$ cat config.mk
export PLATFORM = sky130hd
export DESIGN_NAME = sk9822_rx
export DESIGN_NICKNAME = d
export VERILOG_FILES = /design/src/rtl/sk9822_rx.sv
export SDC_FILE = /design/constraint.sdc
export NUM_CORES = 1
export LEC_CHECK = 0
export BUFFER_PORTS_ARGS = -buffer_cell sky130_fd_sc_hd__buf_2
export CAP_MARGIN = 30
export CELL_PAD_IN_SITES_DETAIL_PLACEMENT = 1
export CELL_PAD_IN_SITES_GLOBAL_PLACEMENT = 1
export CORE_ASPECT_RATIO = 0.8
export CORE_MARGIN = 1
export CORE_UTILIZATION = 46
export DETAILED_ROUTE_END_ITERATION = 6
export HOLD_SLACK_MARGIN = 0.15
export MAX_ROUTING_LAYER = met4
export PLACE_DENSITY = 0.94
export RECOVER_POWER = 100
export SLEW_MARGIN = 20
export SYNTH_ARGS = -nofsm -noshare
export SYNTH_HDL_FRONTEND = slang
export SYNTH_SLANG_ARGS = --single-unit
$ cat constraint.sdc
create_clock -name clk -period 3.95 [get_ports clk]
set_input_delay 0.5925 -clock clk [delete_from_list [all_inputs] [get_ports clk]]
set_output_delay 0.5925 -clock clk [all_outputs]
set_load 0.01 [all_outputs]
$ cat src/rtl/sk9822_rx.sv
// ============================================================================
// Module   : sk9822_rx
// Brief    : SK9822 clock/data stream receiver; frames start/LED/end words and
//            emits one pixel write per LED. Optional status counters enabled
//            by defining SK9822_RX_STATUS_EN.
// Revision : 1.0 - initial release
// ============================================================================
`default_nettype none

module sk9822_rx #(
    parameter int NLEDS   = 16,
    parameter int TIMEOUT = 1024,
    localparam int AW     = $clog2(NLEDS)
) (
    input  logic          clk,
    input  logic          reset,
    input  logic          led_ck,
    input  logic          led_data,
    output logic          we,
    output logic [AW-1:0] waddr,
    output logic [31:0]   wdata,
    output logic          frame_done,
    output logic [AW:0]   npix,
    output logic          overflow,
    output logic [15:0]   frame_count,
    output logic [7:0]    error_count
);

    localparam int TW = $clog2(TIMEOUT + 1);

    typedef enum logic [0:0] {
        HUNT  = 1'b0,
        FRAME = 1'b1
    } state_t;

    state_t r_state, w_state_nxt;

    logic          r_ck_s1, r_ck_s2, r_ck_s3, r_d_s1, r_d_s2;
    logic [30:0]   r_sr;
    logic [4:0]    r_bc;
    logic [5:0]    r_zr;
    logic [AW:0]   r_idx;
    logic [TW-1:0] r_idle;

    logic          w_edge, w_bit, w_start, w_dec, w_timeout;
    logic          w_is_end, w_is_zero, w_is_pix, w_is_err;
    logic          w_idx_nz, w_full, w_fd, w_err;
    logic [31:0]   w_word;

    assign w_edge    = r_ck_s2 & ~r_ck_s3;
    assign w_bit     = r_d_s2;
    assign w_word    = {r_sr, w_bit};
    assign w_is_end  = (w_word == 32'hFFFF_FFFF);
    assign w_is_zero = (w_word == 32'h0000_0000);
    assign w_is_pix  = (w_word[31:29] == 3'b111) && !w_is_end;
    assign w_is_err  = !(w_is_pix || w_is_end || w_is_zero);
    assign w_idx_nz  = (r_idx != '0);
    assign w_full    = (r_idx == (AW+1)'(NLEDS));
    // A zero word mid-frame closes the current frame only if it held pixels.
    assign w_fd      = (w_dec && (w_is_end || (w_is_zero && w_idx_nz))) ||
                       (w_timeout && w_idx_nz);
    assign w_err     = w_dec && w_is_err;

    always_ff @(posedge clk) begin
        if (reset) r_state <= HUNT;
        else       r_state <= w_state_nxt;
    end

    always_comb begin
        w_state_nxt = r_state;
        w_start     = 1'b0;
        w_dec       = 1'b0;
        w_timeout   = 1'b0;
        case (r_state)
            HUNT: begin
                if (w_edge && !w_bit && (r_zr == 6'd31)) begin
                    w_start     = 1'b1;
                    w_state_nxt = FRAME;
                end
            end
            FRAME: begin
                if (w_edge) begin
                    if (r_bc == 5'd31) begin
                        w_dec = 1'b1;
                        if (w_is_end || w_is_err) w_state_nxt = HUNT;
                    end
                end else if (r_idle == TW'(TIMEOUT - 1)) begin
                    w_timeout   = 1'b1;
                    w_state_nxt = HUNT;
                end
            end
            default: w_state_nxt = HUNT;
        endcase
    end

    always_ff @(posedge clk) begin
        if (reset) begin
            r_ck_s1 <= 1'b0; r_ck_s2 <= 1'b0; r_ck_s3 <= 1'b0;
            r_d_s1  <= 1'b0; r_d_s2  <= 1'b0;
            r_sr    <= '0;   r_bc    <= '0;   r_zr    <= '0;
            r_idx   <= '0;   r_idle  <= '0;
            we      <= 1'b0; waddr   <= '0;   wdata   <= '0;
            frame_done <= 1'b0; npix <= '0;   overflow <= 1'b0;
        end else begin
            r_ck_s1    <= led_ck;
            r_ck_s2    <= r_ck_s1;
            r_ck_s3    <= r_ck_s2;
            r_d_s1     <= led_data;
            r_d_s2     <= r_d_s1;
            we         <= 1'b0;
            frame_done <= 1'b0;

            if (w_edge) r_sr <= w_word[30:0];

            if (r_state == FRAME) begin
                r_zr <= '0;
                if (w_edge) begin
                    r_bc   <= r_bc + 5'd1;
                    r_idle <= '0;
                end else begin
                    r_idle <= r_idle + TW'(1);
                end
            end else begin
                r_bc   <= '0;
                r_idle <= '0;
                if (w_start)     r_zr <= '0;
                else if (w_edge) r_zr <= w_bit ? 6'd0 : r_zr + 6'd1;
            end

            if (w_start) begin
                r_idx    <= '0;
                overflow <= 1'b0;
            end

            if (w_dec && w_is_pix) begin
                if (!w_full) begin
                    we    <= 1'b1;
                    waddr <= r_idx[AW-1:0];
                    wdata <= {3'b000, w_word[28:0]};
                    r_idx <= r_idx + (AW+1)'(1);
                end else begin
                    overflow <= 1'b1;
                end
            end

            if (w_dec && w_is_zero) begin
                r_idx    <= '0;
                overflow <= 1'b0;
            end

            if (w_fd) begin
                frame_done <= 1'b1;
                npix       <= r_idx;
            end
        end
    end

`ifdef SK9822_RX_STATUS_EN
    logic [15:0] r_frame_count;
    logic [7:0]  r_error_count;

    always_ff @(posedge clk) begin
        if (reset) begin
            r_frame_count <= '0;
            r_error_count <= '0;
        end else begin
            if (w_fd) r_frame_count <= r_frame_count + 16'd1;
            if (w_err && (r_error_count != 8'hFF)) r_error_count <= r_error_count + 8'd1;
        end
    end

    assign frame_count = r_frame_count;
    assign error_count = r_error_count;
`else
    assign frame_count = 16'd0;
    assign error_count = 8'd0;
`endif

endmodule

`default_nettype wire

# Word-level counts from Yosys, hierarchy flattened
# Index checks and enable logic that the tools add are counted.
dict set report word_totals {
  elab_cells 78
  regBits 105
  out_inout_bits 68
  in_bits 4
}
dict set report op_classes {
  addsub 4
  n_bitwise 5
  muxes 22
  reduce_logical 24
  n_eq_ne 6
}
# op count
set ops {}
lappend ops {{$eq A32 B32 Y1 const B} 1}
lappend ops {{$logic_not A32 Y1} 1}
lappend ops {{$mux W1} 17}
lappend ops {{$mux W5} 3}
lappend ops {{$add A11 B1 Y11 const B} 1}
lappend ops {{$eq A11 B10 Y1 const B} 1}
lappend ops {{$add A5 B1 Y5 const B} 2}
lappend ops {{$eq A5 B5 Y1 const B} 2}
lappend ops {{$logic_and A1 B1 Y1} 8}
lappend ops {{$add A6 B1 Y6 const B} 1}
lappend ops {{$eq A6 B5 Y1 const B} 1}
lappend ops {{$mux W6} 1}
lappend ops {{$reduce_or A2 Y1} 3}
lappend ops {{$reduce_or A3 Y1} 2}
lappend ops {{$logic_or A1 B1 Y1} 5}
lappend ops {{$reduce_bool A5 Y1} 1}
lappend ops {{$not A1 Y1} 4}
lappend ops {{$eq A3 B3 Y1 const B} 1}
lappend ops {{$logic_not A1 Y1} 3}
lappend ops {{$pmux W1 S2} 1}
lappend ops {{$reduce_and A2 Y1} 1}
lappend ops {{$and A1 B1 Y1} 1}

# Logic depth before layout (Yosys ltp)
dict set report logic_depth {
  word_depth 11
  ltp_mapped 8
}

# Worst setup path before layout
# No wires, ideal clock.
dict set report synth_timing {
  path_type {register -> register}
  from {register r_bc[0]}
  to {register waddr[0]}
  setup_time_ns 0.128
  stages_incl_launch_ff 9
  t_arrival_ns 1.816
  setup_slack_ns 2.007
  path_cell_list {dfxtp_1 ha_1 and3_1 ha_1 nand4_4 a211oi_4 buf_6 mux2i_1 nor2_1}
}
dict set report synth_between {
  elab_chain_len 6
}
# item line
set synth_rtl {}
lappend synth_rtl {{start, declared} 40} ;# logic [4:0] r_bc;
lappend synth_rtl {{start signal, assigned} 118} ;# r_bc <= r_bc + 5'd1;
lappend synth_rtl {{$eq A5 B5 Y1} 83} ;# if (r_bc == 5'd31) begin
lappend synth_rtl {{$mux W1} 83}
lappend synth_rtl {{$mux W1} 82} ;# if (w_edge) begin
lappend synth_rtl {{$mux W1} 74} ;# case (r_state)
lappend synth_rtl {{$logic_and A1 B1 Y1} 135} ;# if (w_dec && w_is_pix) begin
lappend synth_rtl {{$reduce_and A2 Y1 (no line)} --}
lappend synth_rtl {{end signal, assigned} 138} ;# waddr <= r_idx[AW-1:0];
lappend synth_rtl {{end, declared} 20} ;# output logic [AW-1:0] waddr,
# No other way between the ends.
# A chain may end at the register's enable or synchronous reset.

# Worst setup path after layout
dict set report layout_timing {
  from {register r_ck_s2}
  to {register npix[2]}
}
dict set report layout_between {
  elab_chain_len 5
  word_cells_on_any_way 8
  classes_between {4 x mux; 1 x bitwise; 3 x reduce/logical}
}
# item line
set layout_rtl {}
lappend layout_rtl {{start, declared} 38} ;# logic r_ck_s1, r_ck_s2, r_ck_s3, r_d_s1, r_d_s2;
lappend layout_rtl {{start signal, assigned} 106} ;# r_ck_s2 <= r_ck_s1;
lappend layout_rtl {{$and A1 B1 Y1 *} 50} ;# assign w_edge = r_ck_s2 & ~r_ck_s3;
lappend layout_rtl {{$mux W1} 82}
lappend layout_rtl {{$mux W1} 74}
lappend layout_rtl {{$logic_and A1 B1 Y1, on equally long branches} {60, 61}}
lappend layout_rtl {{$logic_or A1 B1 Y1 *} 60} ;# assign w_fd = (w_dec && (w_is_end || (w_is_zero && w_idx_nz))) ||
lappend layout_rtl {{end signal, assigned} 153} ;# npix <= r_idx;
lappend layout_rtl {{end, declared} 23} ;# output logic [AW:0] npix,
# Mark *: on every way between the ends. The rest lies on a longest branch, timed or not.

==> results.yml <==
yosys:
  ys_types: 43
  yosys.area_share.simple: 0.2364
  async_flop_share: 0
  yosysSeqAreaShare: 0.4739
  avgSynthCellArea_um2: 8.979
  synthAdderAreaFrac: 0.01693
  synth_ff_type: "dfxtp_1"
  synth_top_cell_area_share: 0.4739
  synth_common_cells: "105 x dfxtp_1, 77 x nand2_1, 55 x nor2_1"
  synthXorXnorAreaFrac: 0.02172
  ys_seq_elements: 105
  ys_warn_count: 0
  netlist_top_cells_area: "dfxtp_1 47%, mux2i_1 7.7%, nand2_1 6.5%, a21oi_1 5.6%, buf_4 4.7%"
  syn_inst: 494
  yosysMostFrequentCell: "dfxtp_1"
  synthMuxAreaShare: 0.07673
  synth_top_family_by_area: "simple AND/OR/NAND/NOR gates"
  synth_compound_area_frac: 0.09506
  synth_edf_count: 0
  yosys.area.top_type: "dfxtp_1"
  syn_area_um2: 4436
sta:
  finalCriticalPeriod_ps: 3114
  fmaxAchievable_ghz: 0.3212
  finalClockSkew_ps: 7.080
  rsz0062_at_grt: "no"
  relSlewSlack: -0.6703
  finalCritPeriodShare: 0.7883
  drv_slew: 104
  timing.hold.ws_ps: 442.0
  finalHoldViolations: 0
  worst_pin_slew_ps: 2505
  fin_setup_tns_ps: 0
  finalSetupViolCount: 0
placed_design:
  dp_cells: 632
  dpl_cell_area_um2: 4604
  io_buffers: 44
  gp_congestion: 0.8031
  hpwl_um: 7140
finish:
  drive_above_1_share: 0.05066
  syn_to_final_growth_pct: 9.083
  fin_cells: 648
  diodes: 0
  finish.instance_area_um2: 4838
  fin_nets: 538
routing:
  ant_nets: 0
  totalWireLength_um: 10590
  drc_errors: 7
  drtIter0Drc: 181
  viasPerCell: 5.494
  num_vias: 3560
  post_drt_wl_per_cell_um: 16.34
  drt-pass1-iter-count: 6
power:
  p_leak_nw: 1.687
  seq_power_share: 0.522
  peakVddDrop_mv: 0.3007
  p_sw_mw: 0.4286
  power.density_nw_per_um2: 421.2
  power_frac_comb: 0.023
  p_sw_frac: 0.2103
  clockPowerShare: 0.455
  internal_power_mw: 1.609
floorplan:
  ios: 72
  core.rowCount: 31
  start_util: 0.4825
  die-area_um2: 10040
  coreArea_um2: 9193
  dieWidth_um: 111.8
  die_y_um: 89.83
worst_setup_path:
  reg2reg_depth: 6
  arrival_ps: 3330
  critical_path.max_fanout: 44
  slowest_stage: "clkbuf_1"
  cp_num_buf_inv: 1
  worstReg2RegEnd: "npix[2]$_SDFFE_PP0P_"
  cpLargestDelayFamily: "buffers and inverters"
  path_class: "reg -> reg"
  crit_top_cell: "nand4_1"
  rrSetupSlack_ps: 840
  path_cells: "nor2b_2 -> clkbuf_1 -> and3_1 -> nand4_1 -> nand4_1 -> a21oi_1"
  slowest_delay_ps: 1420
  worstSetupEndpointType: "register"
  start_kind: "register"
  crit_start: "r_ck_s2$_SDFF_PP0_"
  worst_ep_required_time_ps: 4160
  reg2reg_from: "r_ck_s2$_SDFF_PP0_"
cts:
  cts_tree: "done"
  cts_max_level: 3
  cts.clk_slew.worst_paths_ps: 70
  insertion_delay_ps: 350
  cts.path.max_buffers: 2
  cts_hold_buf: 0
  post-cts-setup-buffers: 0
  clock_sinks: 105
  cts_resized: 0
  cts_buffers: 9
  cts_root_buf: "clkbuf_16"
worst_hold_path:
  hold_path_depth: 1
  hold_class: "reg -> reg"
  min_to: "r_d_s2$_SDFF_PP0_"
  hold_start: "r_d_s1$_SDFF_PP0_"
grt:
  grt_overflow: 0
  grt_pass1_wl_um: 17440
  grt_pass1_vias: 3517
  grt_max_degree: 59
  grt_antenna_before_repair: 0
  grt_use_total: 0.2261
outcome:
  status: "finished, violations left"
  failed_checks: "design-rule violations, max-capacitance violations, max-slew violations"
run:
  maxCapViolCount: 2
==> sequential cells by signal (all words and copies together) (netlist names) <==
| name | flops |
|---|---|
| r_ck_s1 | 1 |
| npix | 5 |
| r_sr | 31 |
| r_zr | 6 |
| overflow | 1 |
| r_ck_s2 | 1 |
| r_idx | 5 |
| r_bc | 5 |
| r_state | 1 |
| r_d_s1 | 1 |
| r_ck_s3 | 1 |
| we | 1 |
| wdata | 29 |
| waddr | 4 |
| frame_done | 1 |
| r_idle | 11 |
| r_d_s2 | 1 |
==> metrics by stage <==
| step | setup slack (ps) | power (mW) | utilization |
|---|---|---|---|
| 3_5_place_dp | 1322 | 1.136 | 0.5009 |
| 5_1_grt | 625.3 | 2.106 | 0.5263 |
| 3_3_place_gp | 1533 | 1.134 | 0.5009 |
| 2_1_floorplan | 2007 | 1.146 | - |
| 6_report | 836.2 | 2.038 | 0.5263 |
| 4_1_cts | 1256 | 2.054 | 0.5353 |
==> power groups by stage <==
stage,clock [mW],combinational (mW),sequential [mW]
after floorplan,0,0.0595,1.09
after global placement,0,0.0461,1.09
after detailed placement,0,0.0476,1.09
after CTS,0.943,0.0479,1.06
after global routing,0.990,0.0520,1.06
final,0.927,0.0471,1.06
==> layout make-up <==
class | instances | area, um^2
timing repair buffer | 49 | 195.2
multi-input combinational | 359 | 2066
clock inverter | 4 | 50.05
clock buffer | 12 | 266.5
fill | 1114 | 4354
tap | 115 | 143.9
inverter | 4 | 15.01
sequential | 105 | 2102
==> cells by family (layout without fill, tap and decap cells) <==
logic type	after synthesis	in the layout
muxes	34	34
adders and majority gates	6	6
other	1	27
xor gates and xnor gates	11	11
DFF	105	105
AOI/OAI and AO/OA	72	72
buffers and inverters	56	69
and+or+nand+nor	209	209
==> worst register-to-register path: cells and delay by family, from the launching register on <==
kind,cells,cell delay [ps]
buffers and inverters,1,1420
AND/OR/NAND/NOR,4,1080
flip-flops,1,390
AO/OA/AOI/OAI,1,90
==> placed cells by master (no fill, tap or decap), drive strengths merged, types with 2 or more instances in the layout <==
cell        n
nor3b       2
nand2b      3
a211oi      4
a21oi      50
dfxtp     105
ha          6
o21ai       4
nand3      11
o31ai       6
nor2b       7
a31oi       4
nand4      16
mux2i      34
xnor2       3
or4         2
inv         4
and4        7
xor2        8
buf         5
nor4       11
nand3b      5
conb       27
nand2      77
nor3        2
and3        7
clkbuf     56
nor2       55
clkinvlp    2
==> worst max-delay path by stage <==
stage	endpoint	slack, ps	depth (start not counted)
floorplan	waddr[0]$_SDFFE_PP0P_	2010	8
global placement	wdata[1]$_SDFFE_PP0P_	1530	8
detailed placement	wdata[28]$_SDFFE_PP0P_	1320	8
CTS	wdata[28]$_SDFFE_PP0P_	1260	8
global route	npix[2]$_SDFFE_PP0P_	630	6
finish	npix[2]$_SDFFE_PP0P_	840	6
==> layer usage <==
layer  part of all wire  GRT usage
met5                  0          -
met4              0.017    0.07432
met3              0.045    0.06339
met2               0.49     0.3727
met1               0.45     0.2660
(Power assumes the default switching activity.)
